### src/rtl/axi_sram_slave_if.sv
// AXI4 bus bundle between the interconnect slave port and the SRAM responder.
interface axi_sram_slave_if #(
    parameter int unsigned ID_W   = 8,
    parameter int unsigned ADDR_W = 32,
    parameter int unsigned DATA_W = 32,
    parameter int unsigned LEN_W  = 4
) ();
    localparam int unsigned STRB_W = DATA_W / 8;

    // write address channel
    logic [ID_W-1:0]   AWID;
    logic [ADDR_W-1:0] AWADDR;
    logic [LEN_W-1:0]  AWLEN;
    logic [2:0]        AWSIZE;
    logic [1:0]        AWBURST;
    logic              AWVALID;
    logic              AWREADY;
    // write data channel
    logic [DATA_W-1:0] WDATA;
    logic [STRB_W-1:0] WSTRB;
    logic              WLAST;
    logic              WVALID;
    logic              WREADY;
    // write response channel
    logic [ID_W-1:0]   BID;
    logic [1:0]        BRESP;
    logic              BVALID;
    logic              BREADY;
    // read address channel
    logic [ID_W-1:0]   ARID;
    logic [ADDR_W-1:0] ARADDR;
    logic [LEN_W-1:0]  ARLEN;
    logic [2:0]        ARSIZE;
    logic [1:0]        ARBURST;
    logic              ARVALID;
    logic              ARREADY;
    // read data channel
    logic [ID_W-1:0]   RID;
    logic [DATA_W-1:0] RDATA;
    logic [1:0]        RRESP;
    logic              RLAST;
    logic              RVALID;
    logic              RREADY;

    modport slave (
        input  AWID, AWADDR, AWLEN, AWSIZE, AWBURST, AWVALID,
        output AWREADY,
        input  WDATA, WSTRB, WLAST, WVALID,
        output WREADY,
        output BID, BRESP, BVALID,
        input  BREADY,
        input  ARID, ARADDR, ARLEN, ARSIZE, ARBURST, ARVALID,
        output ARREADY,
        output RID, RDATA, RRESP, RLAST, RVALID,
        input  RREADY
    );

    modport master (
        output AWID, AWADDR, AWLEN, AWSIZE, AWBURST, AWVALID,
        input  AWREADY,
        output WDATA, WSTRB, WLAST, WVALID,
        input  WREADY,
        input  BID, BRESP, BVALID,
        output BREADY,
        output ARID, ARADDR, ARLEN, ARSIZE, ARBURST, ARVALID,
        input  ARREADY,
        input  RID, RDATA, RRESP, RLAST, RVALID,
        output RREADY
    );
endinterface

### src/rtl/axi_sram_slave.sv
// AXI4 responder backed by a single-port synchronous SRAM; one burst at a time.
module axi_sram_slave #(
    parameter int unsigned ID_W   = 8,
    parameter int unsigned ADDR_W = 32,
    parameter int unsigned DATA_W = 32,
    parameter int unsigned LEN_W  = 4,
    parameter int unsigned MEM_AW = 14
) (
    input  logic              ACLK,
    input  logic              ARESETn,
    axi_sram_slave_if.slave   axi,
    output logic              CEB,
    output logic              WEB,
    output logic [DATA_W-1:0] BWEB,
    output logic [MEM_AW-1:0] A,
    output logic [DATA_W-1:0] DI,
    input  logic [DATA_W-1:0] DO
);
    localparam int unsigned STRB_W = DATA_W / 8;

    typedef enum logic [2:0] {
        IDLE    = 3'd0,
        RD_REQ  = 3'd1,
        RD_DATA = 3'd2,
        WR_DATA = 3'd3,
        WR_RESP = 3'd4
    } state_t;

    state_t            state_q, state_n;
    logic [ID_W-1:0]   id_q, id_n;
    logic [ADDR_W-1:0] addr_q, addr_n;
    logic [LEN_W-1:0]  len_q, len_n;
    logic [LEN_W-1:0]  beat_q, beat_n;
    logic              fixed_q, fixed_n;
    logic              err_q, err_n;

    logic awready, wready, bvalid, arready, rvalid, rlast;
    logic last_beat;
    logic [ADDR_W-1:0] addr_step;

    assign last_beat = (beat_q == len_q);
    // FIXED bursts stay on one word; everything else (incl. WRAP) increments
    assign addr_step = fixed_q ? addr_q : addr_q + ADDR_W'(4);

    // State and burst-context registers
    always_ff @(posedge ACLK) begin
        if (!ARESETn) begin
            state_q <= IDLE;
            id_q    <= '0;
            addr_q  <= '0;
            len_q   <= '0;
            beat_q  <= '0;
            fixed_q <= 1'b0;
            err_q   <= 1'b0;
        end else begin
            state_q <= state_n;
            id_q    <= id_n;
            addr_q  <= addr_n;
            len_q   <= len_n;
            beat_q  <= beat_n;
            fixed_q <= fixed_n;
            err_q   <= err_n;
        end
    end

    // Next-state, burst bookkeeping, handshake and SRAM strobes
    always_comb begin
        state_n = state_q;
        id_n    = id_q;
        addr_n  = addr_q;
        len_n   = len_q;
        beat_n  = beat_q;
        fixed_n = fixed_q;
        err_n   = err_q;
        awready = 1'b0;
        wready  = 1'b0;
        bvalid  = 1'b0;
        arready = 1'b0;
        rvalid  = 1'b0;
        rlast   = 1'b0;
        CEB     = 1'b1;
        WEB     = 1'b1;
        BWEB    = '1;
        A       = addr_q[MEM_AW+1:2];
        DI      = '0;

        unique case (state_q)
            IDLE: begin
                arready = 1'b1;
                awready = ~axi.ARVALID;
                if (axi.ARVALID) begin
                    id_n    = axi.ARID;
                    addr_n  = axi.ARADDR;
                    len_n   = axi.ARLEN;
                    fixed_n = (axi.ARBURST == 2'b00);
                    beat_n  = '0;
                    state_n = RD_REQ;
                end else if (axi.AWVALID) begin
                    id_n    = axi.AWID;
                    addr_n  = axi.AWADDR;
                    len_n   = axi.AWLEN;
                    fixed_n = (axi.AWBURST == 2'b00);
                    beat_n  = '0;
                    err_n   = 1'b0;
                    state_n = WR_DATA;
                end
            end
            RD_REQ: begin
                CEB     = 1'b0;
                WEB     = 1'b1;
                state_n = RD_DATA;
            end
            RD_DATA: begin
                rvalid = 1'b1;
                rlast  = last_beat;
                if (axi.RREADY) begin
                    if (last_beat) begin
                        state_n = IDLE;
                    end else begin
                        beat_n  = beat_q + LEN_W'(1);
                        addr_n  = addr_step;
                        state_n = RD_REQ;
                    end
                end
            end
            WR_DATA: begin
                wready = 1'b1;
                if (axi.WVALID) begin
                    CEB = 1'b0;
                    WEB = 1'b0;
                    DI  = axi.WDATA;
                    for (int i = 0; i < STRB_W; i++) begin
                        BWEB[8*i +: 8] = {8{~axi.WSTRB[i]}};
                    end
                    if (axi.WLAST != last_beat) begin
                        err_n = 1'b1;
                    end
                    if (last_beat) begin
                        state_n = WR_RESP;
                    end else begin
                        beat_n = beat_q + LEN_W'(1);
                        addr_n = addr_step;
                    end
                end
            end
            WR_RESP: begin
                bvalid = 1'b1;
                if (axi.BREADY) begin
                    state_n = IDLE;
                end
            end
            default: begin
                state_n = IDLE;
            end
        endcase

        // Reset cycle: bus is quiet and the SRAM is deselected
        if (!ARESETn) begin
            awready = 1'b0;
            wready  = 1'b0;
            bvalid  = 1'b0;
            arready = 1'b0;
            rvalid  = 1'b0;
            rlast   = 1'b0;
            CEB     = 1'b1;
            WEB     = 1'b1;
            BWEB    = '1;
        end
    end

    // AXI outputs; read data is passed straight from the SRAM, which holds DO while CEB=1
    assign axi.AWREADY = awready;
    assign axi.WREADY  = wready;
    assign axi.BVALID  = bvalid;
    assign axi.BID     = id_q;
    assign axi.BRESP   = err_q ? 2'b10 : 2'b00;
    assign axi.ARREADY = arready;
    assign axi.RVALID  = rvalid;
    assign axi.RLAST   = rlast;
    assign axi.RID     = id_q;
    assign axi.RDATA   = DO;
    assign axi.RRESP   = 2'b00;

    // Size fields and sub-word / out-of-macro address bits carry no meaning here
    logic unused_bits;
    assign unused_bits = &{1'b0, axi.AWSIZE, axi.ARSIZE, addr_q[1:0],
                           addr_q[ADDR_W-1:MEM_AW+2]};
endmodule

### src/flat_wrapper.sv
// flat-port wrapper written by rule: the top's interface ports become plain ports
module axi_sram_slave_flat 
#(
    parameter int unsigned ID_W   = 8,
    parameter int unsigned ADDR_W = 32,
    parameter int unsigned DATA_W = 32,
    parameter int unsigned LEN_W  = 4,
    parameter int unsigned MEM_AW = 14
)
  (ACLK, ARESETn, CEB, WEB, BWEB, A, DI, DO, axi_AWID, axi_AWADDR, axi_AWLEN, axi_AWSIZE, axi_AWBURST, axi_AWVALID, axi_AWREADY, axi_WDATA, axi_WSTRB, axi_WLAST, axi_WVALID, axi_WREADY, axi_BID, axi_BRESP, axi_BVALID, axi_BREADY, axi_ARID, axi_ARADDR, axi_ARLEN, axi_ARSIZE, axi_ARBURST, axi_ARVALID, axi_ARREADY, axi_RID, axi_RDATA, axi_RRESP, axi_RLAST, axi_RVALID, axi_RREADY);
  axi_sram_slave_if #(.ID_W(ID_W), .ADDR_W(ADDR_W), .DATA_W(DATA_W), .LEN_W(LEN_W)) axi_i ();
  input  logic ACLK;
  input  logic ARESETn;
  output logic CEB;
  output logic WEB;
  output logic [DATA_W-1:0] BWEB;
  output logic [MEM_AW-1:0] A;
  output logic [DATA_W-1:0] DI;
  input  logic [DATA_W-1:0] DO;
  input wire logic [$bits(axi_i.AWID)-1:0] axi_AWID;
  input wire logic [$bits(axi_i.AWADDR)-1:0] axi_AWADDR;
  input wire logic [$bits(axi_i.AWLEN)-1:0] axi_AWLEN;
  input wire logic [$bits(axi_i.AWSIZE)-1:0] axi_AWSIZE;
  input wire logic [$bits(axi_i.AWBURST)-1:0] axi_AWBURST;
  input wire logic [$bits(axi_i.AWVALID)-1:0] axi_AWVALID;
  output wire logic [$bits(axi_i.AWREADY)-1:0] axi_AWREADY;
  input wire logic [$bits(axi_i.WDATA)-1:0] axi_WDATA;
  input wire logic [$bits(axi_i.WSTRB)-1:0] axi_WSTRB;
  input wire logic [$bits(axi_i.WLAST)-1:0] axi_WLAST;
  input wire logic [$bits(axi_i.WVALID)-1:0] axi_WVALID;
  output wire logic [$bits(axi_i.WREADY)-1:0] axi_WREADY;
  output wire logic [$bits(axi_i.BID)-1:0] axi_BID;
  output wire logic [$bits(axi_i.BRESP)-1:0] axi_BRESP;
  output wire logic [$bits(axi_i.BVALID)-1:0] axi_BVALID;
  input wire logic [$bits(axi_i.BREADY)-1:0] axi_BREADY;
  input wire logic [$bits(axi_i.ARID)-1:0] axi_ARID;
  input wire logic [$bits(axi_i.ARADDR)-1:0] axi_ARADDR;
  input wire logic [$bits(axi_i.ARLEN)-1:0] axi_ARLEN;
  input wire logic [$bits(axi_i.ARSIZE)-1:0] axi_ARSIZE;
  input wire logic [$bits(axi_i.ARBURST)-1:0] axi_ARBURST;
  input wire logic [$bits(axi_i.ARVALID)-1:0] axi_ARVALID;
  output wire logic [$bits(axi_i.ARREADY)-1:0] axi_ARREADY;
  output wire logic [$bits(axi_i.RID)-1:0] axi_RID;
  output wire logic [$bits(axi_i.RDATA)-1:0] axi_RDATA;
  output wire logic [$bits(axi_i.RRESP)-1:0] axi_RRESP;
  output wire logic [$bits(axi_i.RLAST)-1:0] axi_RLAST;
  output wire logic [$bits(axi_i.RVALID)-1:0] axi_RVALID;
  input wire logic [$bits(axi_i.RREADY)-1:0] axi_RREADY;
  assign axi_i.AWID = axi_AWID;
  assign axi_i.AWADDR = axi_AWADDR;
  assign axi_i.AWLEN = axi_AWLEN;
  assign axi_i.AWSIZE = axi_AWSIZE;
  assign axi_i.AWBURST = axi_AWBURST;
  assign axi_i.AWVALID = axi_AWVALID;
  assign axi_AWREADY = axi_i.AWREADY;
  assign axi_i.WDATA = axi_WDATA;
  assign axi_i.WSTRB = axi_WSTRB;
  assign axi_i.WLAST = axi_WLAST;
  assign axi_i.WVALID = axi_WVALID;
  assign axi_WREADY = axi_i.WREADY;
  assign axi_BID = axi_i.BID;
  assign axi_BRESP = axi_i.BRESP;
  assign axi_BVALID = axi_i.BVALID;
  assign axi_i.BREADY = axi_BREADY;
  assign axi_i.ARID = axi_ARID;
  assign axi_i.ARADDR = axi_ARADDR;
  assign axi_i.ARLEN = axi_ARLEN;
  assign axi_i.ARSIZE = axi_ARSIZE;
  assign axi_i.ARBURST = axi_ARBURST;
  assign axi_i.ARVALID = axi_ARVALID;
  assign axi_ARREADY = axi_i.ARREADY;
  assign axi_RID = axi_i.RID;
  assign axi_RDATA = axi_i.RDATA;
  assign axi_RRESP = axi_i.RRESP;
  assign axi_RLAST = axi_i.RLAST;
  assign axi_RVALID = axi_i.RVALID;
  assign axi_i.RREADY = axi_RREADY;
  axi_sram_slave #(.ID_W(ID_W), .ADDR_W(ADDR_W), .DATA_W(DATA_W), .LEN_W(LEN_W), .MEM_AW(MEM_AW)) u_core (.ACLK(ACLK), .ARESETn(ARESETn), .axi(axi_i), .CEB(CEB), .WEB(WEB), .BWEB(BWEB), .A(A), .DI(DI), .DO(DO));
endmodule
### config.mk
export PLATFORM = sky130hd
export DESIGN_NAME = axi_sram_slave_flat
export DESIGN_NICKNAME = d
export VERILOG_FILES = /design/src/rtl/axi_sram_slave_if.sv /design/src/rtl/axi_sram_slave.sv /design/src/flat_wrapper.sv
export SDC_FILE = /design/constraint.sdc
export NUM_CORES = 1
export LEC_CHECK = 0
export ABC_AREA = 1
export BUFFER_PORTS_ARGS = -buffer_cell sky130_fd_sc_hd__buf_2
export CELL_PAD_IN_SITES_DETAIL_PLACEMENT = 1
export CELL_PAD_IN_SITES_GLOBAL_PLACEMENT = 2
export CORE_MARGIN = 8
export CORE_UTILIZATION = 16
export CTS_CLUSTER_DIAMETER = 80
export CTS_CLUSTER_SIZE = 24
export DETAILED_ROUTE_END_ITERATION = 10
export HOLD_SLACK_MARGIN = 0.03
export PLACE_DENSITY_LB_ADDON = 0.1
export SYNTH_ARGS = -nofsm -noshare
export SYNTH_HDL_FRONTEND = slang
export SYNTH_SLANG_ARGS = --single-unit
### constraint.sdc
create_clock -name ACLK -period 1.8 [get_ports ACLK]
set_input_delay 0.36 -clock ACLK [delete_from_list [all_inputs] [get_ports ACLK]]
set_output_delay 0.36 -clock ACLK [all_outputs]
set_load 0.01 [all_outputs]
# After elaboration in Yosys (flattened, before gate mapping)
# Cells that the tools add are included.
[classes]
addsub = 2
bitwise = 5
eq_ne = 14
n_reduce_logical = 10
n_mux = 55
[ops]
columns = ["operator", "count"]
rows = [
  ["32-bit two-way mux", 11],
  ["32-bit one-hot mux with 3 select lines", 1],
  ["32-bit by 3-bit adder with 32-bit output, second input constant", 1],
  ["4-bit two-way mux", 7],
  ["1-bit two-way mux", 23],
  ["3-bit two-way mux", 6],
  ["8-bit two-way mux", 2],
  ["3-bit one-hot mux with 5 select lines", 1],
  ["4-bit one-hot mux with 3 select lines", 1],
  ["2-bit != test, second input constant", 5],
  ["5-bit AND reduction", 2],
  ["3-bit by 2-bit equality test with 1-bit output, second input constant", 2],
  ["1-bit NOT", 5],
  ["4-bit by 1-bit adder with 4-bit output, second input constant", 1],
  ["4-bit equality test", 1],
  ["2-bit zero test", 2],
  ["2-bit by 1-bit != test with 1-bit output, second input constant", 2],
  ["1-bit one-hot mux with 2 select lines", 2],
  ["4-bit AND reduction", 1],
  ["2-bit nonzero test", 2],
  ["3-bit by 1-bit equality test with 1-bit output, second input constant", 1],
  ["3-bit equality test, second input constant", 1],
  ["3-bit zero test", 1],
  ["3-bit != test, second input constant", 1],
  ["4 further kinds", 4],
]
[totals]
register_bits = 53
elab_cells = 93

# Depth between registers and ports, before layout
# Gate-level depths: netlist of run 1.
[logic_depth]
ltp_word = 5
depth_mapped = 10

# Worst setup path after synthesis of run 1
# No wires, ideal clock.
[synth_timing]
path_kind = "register to output"
startpoint = "reg u_core.state_q[0]"
endpoint = "out BWEB[10]"
required_ps = 1440
path_buffers = 1
slack_ps = 47
stages_incl_launch_ff = 7
t_arrival_ps = 1393
path_cell_list = "dfxtp_1 nand2_1 nor2_2 nand2_1 nor2_1 nand2_1 buf_4"
[synth_via]
elab_chain_cells = 3
[synth_rtl]
columns = ["item", "line", "text"]
rows = [
  ["from (decl)", "axi_sram_slave.sv:29", "state_t state_q, state_n;"],
  ["from (signal assigned)", "axi_sram_slave.sv:56", "state_q <= state_n;"],
  ["3-bit by 2-bit equality test with 1-bit output", "axi_sram_slave.sv:87", "unique case (state_q)"],
  ["32-bit two-way mux", "axi_sram_slave.sv:87", ""],
  ["32-bit two-way mux", "axi_sram_slave.sv:158", "if (!ARESETn) begin"],
  ["to (decl)", "flat_wrapper.sv:16", "output logic [DATA_W-1:0] BWEB;"],
]
# No other way between the ends.

# Worst setup path in the final report of run 1
[layout_timing]
startpoint = "reg u_core.state_q[1]"
endpoint = "out BWEB[24]"
# Same word-level chain as after synthesis.

==> results of run 1 <==
==> worst max-delay path: cells and delay by family (launching register included) <==
family / cells / cell delay, ns
AND/OR/NAND/NOR: 5 / 0.47
buffers and inverters: 2 / 0.29
flip-flops: 1 / 0.35
==> flip-flops by register name, summed over array words and instances (netlist names) <==
register and cells:
u_core.len_q 4, u_core.axi.BID 8, u_core.beat_q 4, u_core.state_q 3, u_core.addr_q 14, u_core.fixed_q 1
u_core.err_q 1
==> synthesized netlist by cell type, drive strengths merged <==
| master | count | area (µm²) |
|---|---|---|
| conb | 1 | 3.75 |
| dfxtp | 35 | 701 |
| o21ai | 26 | 130 |
| o211ai | 1 | 7.51 |
| clkbuf | 8 | 30.0 |
| nor2 | 97 | 390 |
| inv | 79 | 297 |
| xor2 | 3 | 26.3 |
| nor3b | 1 | 7.51 |
| nor3 | 5 | 25.0 |
| nand4 | 9 | 56.3 |
| buf | 83 | 613 |
| o21bai | 3 | 22.5 |
| a21oi | 22 | 110 |
| o22ai | 1 | 6.26 |
| mux2i | 1 | 10.0 |
| nand2 | 159 | 599 |
| ha | 2 | 25.0 |
| nand3 | 24 | 138 |
| a31oi | 1 | 6.26 |
| or2 | 1 | 6.26 |
| mux2 | 3 | 33.8 |
==> cell families after synthesis <==
logic type,after synthesis
AO/OA/AOI/OAI,54
XOR/XNOR,3
adder cells (fa/ha/maj),2
buffers and inverters,170
flip-flops,35
multiplexers,4
other,1
AND/OR/NAND/NOR,296
==> power by group through the flow <==
stage | combinational [W] | clock [W] | sequential [W]
floorplan | 0.00183 | 0 | 0.00135
global placement | 0.00278 | 0 | 0.00132
detailed placement | 0.00281 | 0 | 0.00132
CTS | 0.00293 | 0.00107 | 0.00131
global route | 0.00343 | 0.00111 | 0.00135
finish | 0.00298 | 0.00103 | 0.00130
==> metal layers <==
metal,vias up,part of all wire
met1,1706,0.41
met4,2,0.012
met3,15,0.074
li1,1944,-
met2,122,0.50
met5,-,0.00057
==> through the flow <==
step	cells	total power [W]	area (µm²)	setup WS, ns
3_3_place_gp	972	0.00410	4150	-0.0148
2_1_floorplan	567	0.00318	3250	0.0472
4_1_cts	983	0.00532	4440	-0.0415
3_5_place_dp	972	0.00412	4150	-0.0602
5_1_grt	987	0.00590	4610	-0.0273
6_report	987	0.00531	4610	0.0549
==> worst paths after layout <==
kind                            end  cells past startpoint              start
hold reg to reg   u_core.axi.BID[0]                      2  u_core.axi.BID[0]
setup reg to reg  u_core.addr_q[14]                     10  u_core.state_q[0]
hold / removal         u_core.err_q                      4          axi_WLAST
setup / recovery           BWEB[24]                      7  u_core.state_q[1]
==> layout make-up <==
cell class | instances | area (µm²)
clock inverter | 3 | 43.8
inverter | 79 | 297
multi-input combinational | 362 | 1750
timing repair buffer | 233 | 1330
fill | 2639 | 15400
sequential | 35 | 721
tap | 270 | 338
clock buffer | 5 | 125
==> repair_timing <==
item                                    4_1_cts  5_1_grt
pin swaps                                     4        8
gates resized for setup                      28       31
setup buffers                                 3        4
endpoints found under the setup margin       68       65
==> results.cfg, run 1 <==
[run_status]
run_status = finished, final reports clean

[global_route]
grt_use_total = 0.109
grt_max_degree = 34
gr-usage-met2 = 0.197
grt_use_met3 = 0.0331
grt_overflow_total = 0
use_met1 = 0.122
antenna_found_initial = 1
grt_pass1_wl_um = 21600
grt_pass1_vias = 4109
busiest_layer = met2

[floorplanning]
die_h_um = 158
initial_core_util = 0.162
core_area_um2 = 20000
pin_count = 312
dieArea_um2 = 25100
fp.dieW_um = 158
row_count = 52

[power_and_ir_drop]
internal_power_w = 0.00290
switchingPower_w = 0.00241
p_leak_nw = 2.55
comb_power_share = 0.562
clkPwrFrac = 0.194
pwr-share-seq = 0.244
cellPowerDensity_nw_per_um2 = 1150
swShare = 0.454
vdd_drop_max_mv = 0.412

[clock_network]
htreeDepth = 2
cts.reportedPaths.clkPinSlew_ns = 0.07
clock_latency_ns = 0.29
tritoncts = done
cts_root_buf = clkbuf_16
clockBufferDepth = 2
clock-sinks = 35
cts_buffers = 5
cts_hold_buffers = 0

[routing]
routed-via-count = 3789
viasPerCell = 3.84
drc = 0
dr.pass1.iters = 4
drtIter0Drc = 89
route.antenna.remaining_nets = 0
wire_per_inst_um = 14.1
routed_wl_um = 13900

[place]
io_buffers = 202
post-dp-hpwl_um = 11300
gp_congestion = 0.749

[sta]
grt_setup_unrepaired = yes
tns_ns = 0
worst_hold_slack_ns = 0.414
finalSetupViolations = 0
slew_violations = 0
hold_viol = 0
max_freq_ghz = 0.573
tightest_slew_ns = 0.977
finClkSkew_ns = 0.0136
period_minus_slack_ns = 1.75
relSlewSlack = 0.349
fin_crit_sh = 0.970

[finish]
n_antenna_cell = 0
final_cell_mix = buf_2, nand2_1, nor2_1
layout.nets = 892
area_delta_synth_final_pct = 42.0
final_common_cell = buf_2
drive_gt1_frac = 0.391
final_util = 0.230

[synth]
synthMuxAreaShare = 0.0135
synthSimpleGateAreaFrac = 0.377
synth_compound_area_frac = 0.0872
ys_seq_area_frac = 0.216
synth-xor-area-share = 0.00810
yosysWarnings = 0
syn_area_um2 = 3240
synth_top_family_by_area = simple AND/OR/NAND/NOR gates
netlist_instances = 565
synth_cell_type_count = 33
synth-seq-cells = 35
syn_avg_cell_area_um2 = 5.74
synth_fa_ha_area_frac = 0.00771

[worst_setup_path]
cp-end-kind = output port
cpPeakStageDelay_ns = 0.35
cp_common_cell = nor2_4
worstSetupPathType = reg2out
critPathMaxFanout = 8
critPathRequiredTime_ns = 1.44
cp.arrival_ns = 1.39
path_cells = nand2_2 -> nor2_4 -> nand2_4 -> nor2_4 -> buf_12 -> nand2_8 -> buf_6
r2r_setup_slack_ns = 0.18
cp-start-kind = flip-flop
crit_slowest_cell = dfxtp_2

[job]
cap_viol_max_count = 0

[min_path]
hold_path_class = in2reg
Power figures use the tool's default switching activity.
==> run 2: changes to the inputs <==
--- a/config.mk
+++ b/config.mk
@@ -16,6 +16,7 @@
 export DETAILED_ROUTE_END_ITERATION = 10
 export HOLD_SLACK_MARGIN = 0.03
 export PLACE_DENSITY_LB_ADDON = 0.1
+export SETUP_SLACK_MARGIN = 0.15
 export SYNTH_ARGS = -nofsm -noshare
 export SYNTH_HDL_FRONTEND = slang
 export SYNTH_SLANG_ARGS = --single-unit
==> results.cfg, run 2 (synthesis results as in run 1) <==
[run_status]
run_status = finished, final reports clean

[routing]
dr.pass1.iters = 4
wl_met3_um = 770
routed-via-count = 3876
viasPerCell = 3.86
wl_met1_um = 5840
routed_wl_um = 15300
wl_met2_um = 8470
drtIter0Drc = 76
routed.top_layer = met4
route.antenna.remaining_nets = 0
drc = 0
wire_per_inst_um = 15.3

[min_path]
min-delay-start = axi_WLAST
hold_path_class = in2reg

[sta]
fin_crit_sh = 0.987
worst_hold_slack_ns = 0.411
finClkSkew_ns = 0.00652
tightest_slew_ns = 0.630
relSlewSlack = 0.578
period_minus_slack_ns = 1.78
tns_ns = 0
hold_viol = 0
final.setup.worst_slack_ns = 0.0232
max_freq_ghz = 0.563
finalSetupViolations = 0
grt_setup_unrepaired = yes
slew_violations = 0

[global_route]
grt_max_degree = 33
grt_pass1_vias = 4201
antenna_found_initial = 1
grt_overflow_total = 0
grt_pass1_wl_um = 22900
grt_use_total = 0.119

[worst_setup_path]
cp-end-kind = output port
cp-start-kind = flip-flop
crit_path_start = u_core.state_q[1]
critPathMaxFanout = 8
worstSetupPathType = reg2out
cp.arrival_ns = 1.42
critPathRequiredTime_ns = 1.44
reg2reg_from = u_core.state_q[2]

[floorplanning]
fp.dieW_um = 158
dieArea_um2 = 25100
initial_core_util = 0.162
core_area_um2 = 20000
die_h_um = 158
pin_count = 312
row_count = 52

[finish]
layout.nets = 907
stdcell_area_um2 = 4940
final_cell_mix = buf_2, nand2_1, nor2_1
regMostFlops = u_core.addr_q
area_delta_synth_final_pct = 52.3
final_common_cell = buf_2
largest_reg_flops = 14
drive_gt1_frac = 0.470
fillCellCount = 2596

[place]
gp_congestion = 0.768
place_area_um2 = 4120
pre_cts_ws_ns = -0.0354
io_buffers = 202
post-dp-hpwl_um = 11700

[clock_network]
cts_buffers = 5
clock_latency_ns = 0.29
cts_root_buf = clkbuf_16
clock-sinks = 35
clockBufferDepth = 2
tritoncts = done
cts.reportedPaths.clkPinSlew_ns = 0.06
cts_hold_buffers = 0
htreeDepth = 2

[power_and_ir_drop]
p_leak_nw = 2.71
vdd_drop_max_mv = 0.397
cellPowerDensity_nw_per_um2 = 1240

[job]
cap_viol_max_count = 0
-- run 2: changes by cell type in the layout (fill, tap and decap cells not counted), sizes merged --
cell      delta
nand3        +3
clkinvlp     +1
buf         +12
inv          -1
diode        +1
bufinv       -1
clkbuf       +3
clkinv       -2
-- run 2: cell type report --
class,instances,area [µm²],share of cell area
multi-input cells,365,1940,0.393
repair buffers,245,1470,0.297
flip-flops and latches,35,732,0.148
well taps,270,338,0.0684
inverters,79,303,0.0613
clock buffers,8,156,0.0317
diodes,1,2.50,0.000506
-- run 2: stage by stage --
step                instances  total power, W   util
floorplan                 567         0.00318      -
global placement          969         0.00409  0.206
detailed placement        969         0.00412  0.206
CTS                       997         0.00583  0.233
global route             1003         0.00670  0.247
finish                   1003         0.00612  0.247
-- run 2: path summary, 6_finish.rpt --
check,cells past startpoint,slack [ns],endpoint
max,7,0.02,BWEB[24]
min,4,0.41,u_core.err_q
max reg2reg,9,0.17,u_core.addr_q[14]
min reg2reg,2,0.46,u_core.axi.BID[0]
-- run 2: report_power, final --
part	switching, W	total (W)	internal (W)	leakage, nW
sequential	0.000268	0.00133	0.00107	0.296
clock	0.000375	0.000966	0.000591	0.0772
combinational	0.00221	0.00382	0.00160	2.34
-- run 2: critical path: stages (launching register included) --
cell,delay (ns)
dfxtp_4,0.37
nand2_4,0.06
nor2_4,0.13
nand2_4,0.09
nor2_4,0.10
buf_12,0.14
nand2_4,0.07
buf_2,0.15
-- run 2: timing repair --
action / CTS / global route
pin swaps: 17 / 25
resized for setup: 63 / 61
setup endpoints to repair: 102 / 95
cloned: 3 / 0
setup buffers: 17 / 5
-- run 2: per-layer routing --
layer	up-vias	global-route usage
met5	-	0
met4	0	0.0404
met3	16	0.0252
met2	83	0.224
met1	1788	0.128
li1	1989	-
==> run 3: changes to the inputs <==
--- a/config.mk
+++ b/config.mk
@@ -12,10 +12,9 @@
 export CORE_MARGIN = 8
 export CORE_UTILIZATION = 16
 export CTS_CLUSTER_DIAMETER = 80
-export CTS_CLUSTER_SIZE = 24
 export DETAILED_ROUTE_END_ITERATION = 10
 export HOLD_SLACK_MARGIN = 0.03
-export PLACE_DENSITY_LB_ADDON = 0.1
+export PLACE_DENSITY_LB_ADDON = 0.12
 export SETUP_SLACK_MARGIN = 0.15
 export SYNTH_ARGS = -nofsm -noshare
 export SYNTH_HDL_FRONTEND = slang
==> constraint.sdc (replaced) <==
create_clock -name ACLK -period 1.9 [get_ports ACLK]
set_input_delay 0.38 -clock ACLK [delete_from_list [all_inputs] [get_ports ACLK]]
set_output_delay 0.38 -clock ACLK [all_outputs]
set_load 0.01 [all_outputs]
==> results.cfg, run 3 (synthesis results as in run 1) <==
[global_route]
use_met1 = 0.113
grt_pass1_wl_um = 21700
antenna_found_initial = 0
grt_overflow_total = 0
grt_use_total = 0.111
grt_max_degree = 34
gr-usage-met2 = 0.209
busiest_layer = met2
grt_pass1_vias = 4193
grt_use_met3 = 0.0391

[sta]
slew_violations = 0
tns_ns = 0
finClkSkew_ns = 0.00641
finalSetupViolations = 0
period_minus_slack_ns = 1.76
fin_crit_sh = 0.929
hold_viol = 0
grt_setup_unrepaired = yes
max_freq_ghz = 0.567

[place]
place_area_um2 = 4100
gp_congestion = 0.728
io_buffers = 202
post-dp-hpwl_um = 11300
placed_cells = 964

[power_and_ir_drop]
pwr-share-seq = 0.252
switchingPower_w = 0.00234
cellPowerDensity_nw_per_um2 = 1080
p_leak_nw = 2.60
comb_power_share = 0.582
vdd_drop_max_mv = 0.323
internal_power_w = 0.00269
total_power_w = 0.00503
clkPwrFrac = 0.165
swShare = 0.466

[routing]
route.antenna.remaining_nets = 0
drtIter0Drc = 63
viasPerCell = 3.84
routed-via-count = 3785
routed_wl_um = 14200
dr.pass1.iters = 4
wire_per_inst_um = 14.4
drc = 0

[finish]
area_delta_synth_final_pct = 43.6
fillCellCount = 2644
n_antenna_cell = 0
layout.nets = 890
stdcell_count = 985
final_cell_mix = buf_2, nand2_1, nor2_1
drive_gt1_frac = 0.411
largest_reg_flops = 14
ff_latch_area_um2 = 721
multiInputGateArea_um2 = 1760
regMostFlops = u_core.addr_q
stdcell_area_um2 = 4660
final_common_cell = buf_2

[floorplanning]
initial_core_util = 0.162
dieArea_um2 = 25100
die_h_um = 158
core_area_um2 = 20000
pin_count = 312
fp.dieW_um = 158
row_count = 52

[clock_network]
cts_hold_buffers = 0
clock-sinks = 35
clockBufferDepth = 2
cts_buffers = 5
cts_root_buf = clkbuf_16
clock_latency_ns = 0.28
htreeDepth = 2
cts.reportedPaths.clkPinSlew_ns = 0.06
tritoncts = done

[worst_setup_path]
cp.arrival_ns = 1.38
cp-start-kind = flip-flop
cp-end-kind = output port
critPathMaxFanout = 7
worstSetupPathType = reg2out
critPathRequiredTime_ns = 1.52

[job]
cap_viol_max_count = 0

[min_path]
hold_path_class = in2reg

[run_status]
run_status = finished, final reports clean
## run 3: worst max-delay path, stage by stage, from the launching register on
cell     delay, ns
dfxtp_4       0.39
nor2_4        0.15
nand2_4       0.08
nor2_4        0.10
buf_12        0.14
buf_6         0.10
inv_4         0.02
buf_6         0.10
## run 3: worst paths after layout
| check | startpoint | endpoint | slack (ns) | cells after the start |
|---|---|---|---|---|
| worst max-delay path | u_core.state_q[2] | WEB | 0.14 | 7 |
| worst min-delay path | axi_AWADDR[14] | u_core.addr_q[14] | 0.42 | 5 |
| worst max register to register | u_core.state_q[2] | u_core.beat_q[1] | 0.31 | 9 |
| worst min register to register | u_core.err_q | u_core.err_q | 0.46 | 2 |
## run 3: per-layer routing
| layer | vias to the layer above | part of all wire |
|---|---|---|
| met1 | 1697 | 0.38 |
| met5 | - | 0 |
| met3 | 13 | 0.086 |
| met4 | 0 | 0.011 |
| li1 | 1941 | - |
| met2 | 134 | 0.52 |
## run 3: repair_timing
| item | 4_1_cts | 5_1_grt |
|---|---|---|
| gates resized for setup | 57 | 31 |
| endpoints found under the setup margin | 69 | 73 |
| buffers inserted | 12 | 1 |
| pin swaps | 11 | 5 |
## run 3: stage by stage
step           worst slack [ns]  utilization  hold WS [ns]
2_1_floorplan             0.127            -         0.426
3_5_place_dp             0.0187        0.205         0.456
5_1_grt                  0.0516        0.232         0.477
4_1_cts                  0.0930        0.226         0.409
6_report                  0.136        0.232         0.421
3_3_place_gp             0.0776        0.205         0.440
## run 3: layout make-up
class | instances | area share
inverters | 79 | 0.0653
multi-input cells | 362 | 0.378
well taps | 270 | 0.0725
clock buffers | 7 | 0.0285
flip-flops and latches | 35 | 0.155
clock inverters | 1 | 0.00107
repair buffers | 231 | 0.299
## run 3: power by group through the flow
stage,Combinational [W],Sequential (W),Clock [W]
floorplan,0.00173,0.00127,0
CTS,0.00295,0.00127,0.000889
detailed placement,0.00266,0.00127,0
global route,0.00335,0.00132,0.000906
finish,0.00293,0.00127,0.000831
global placement,0.00264,0.00126,0
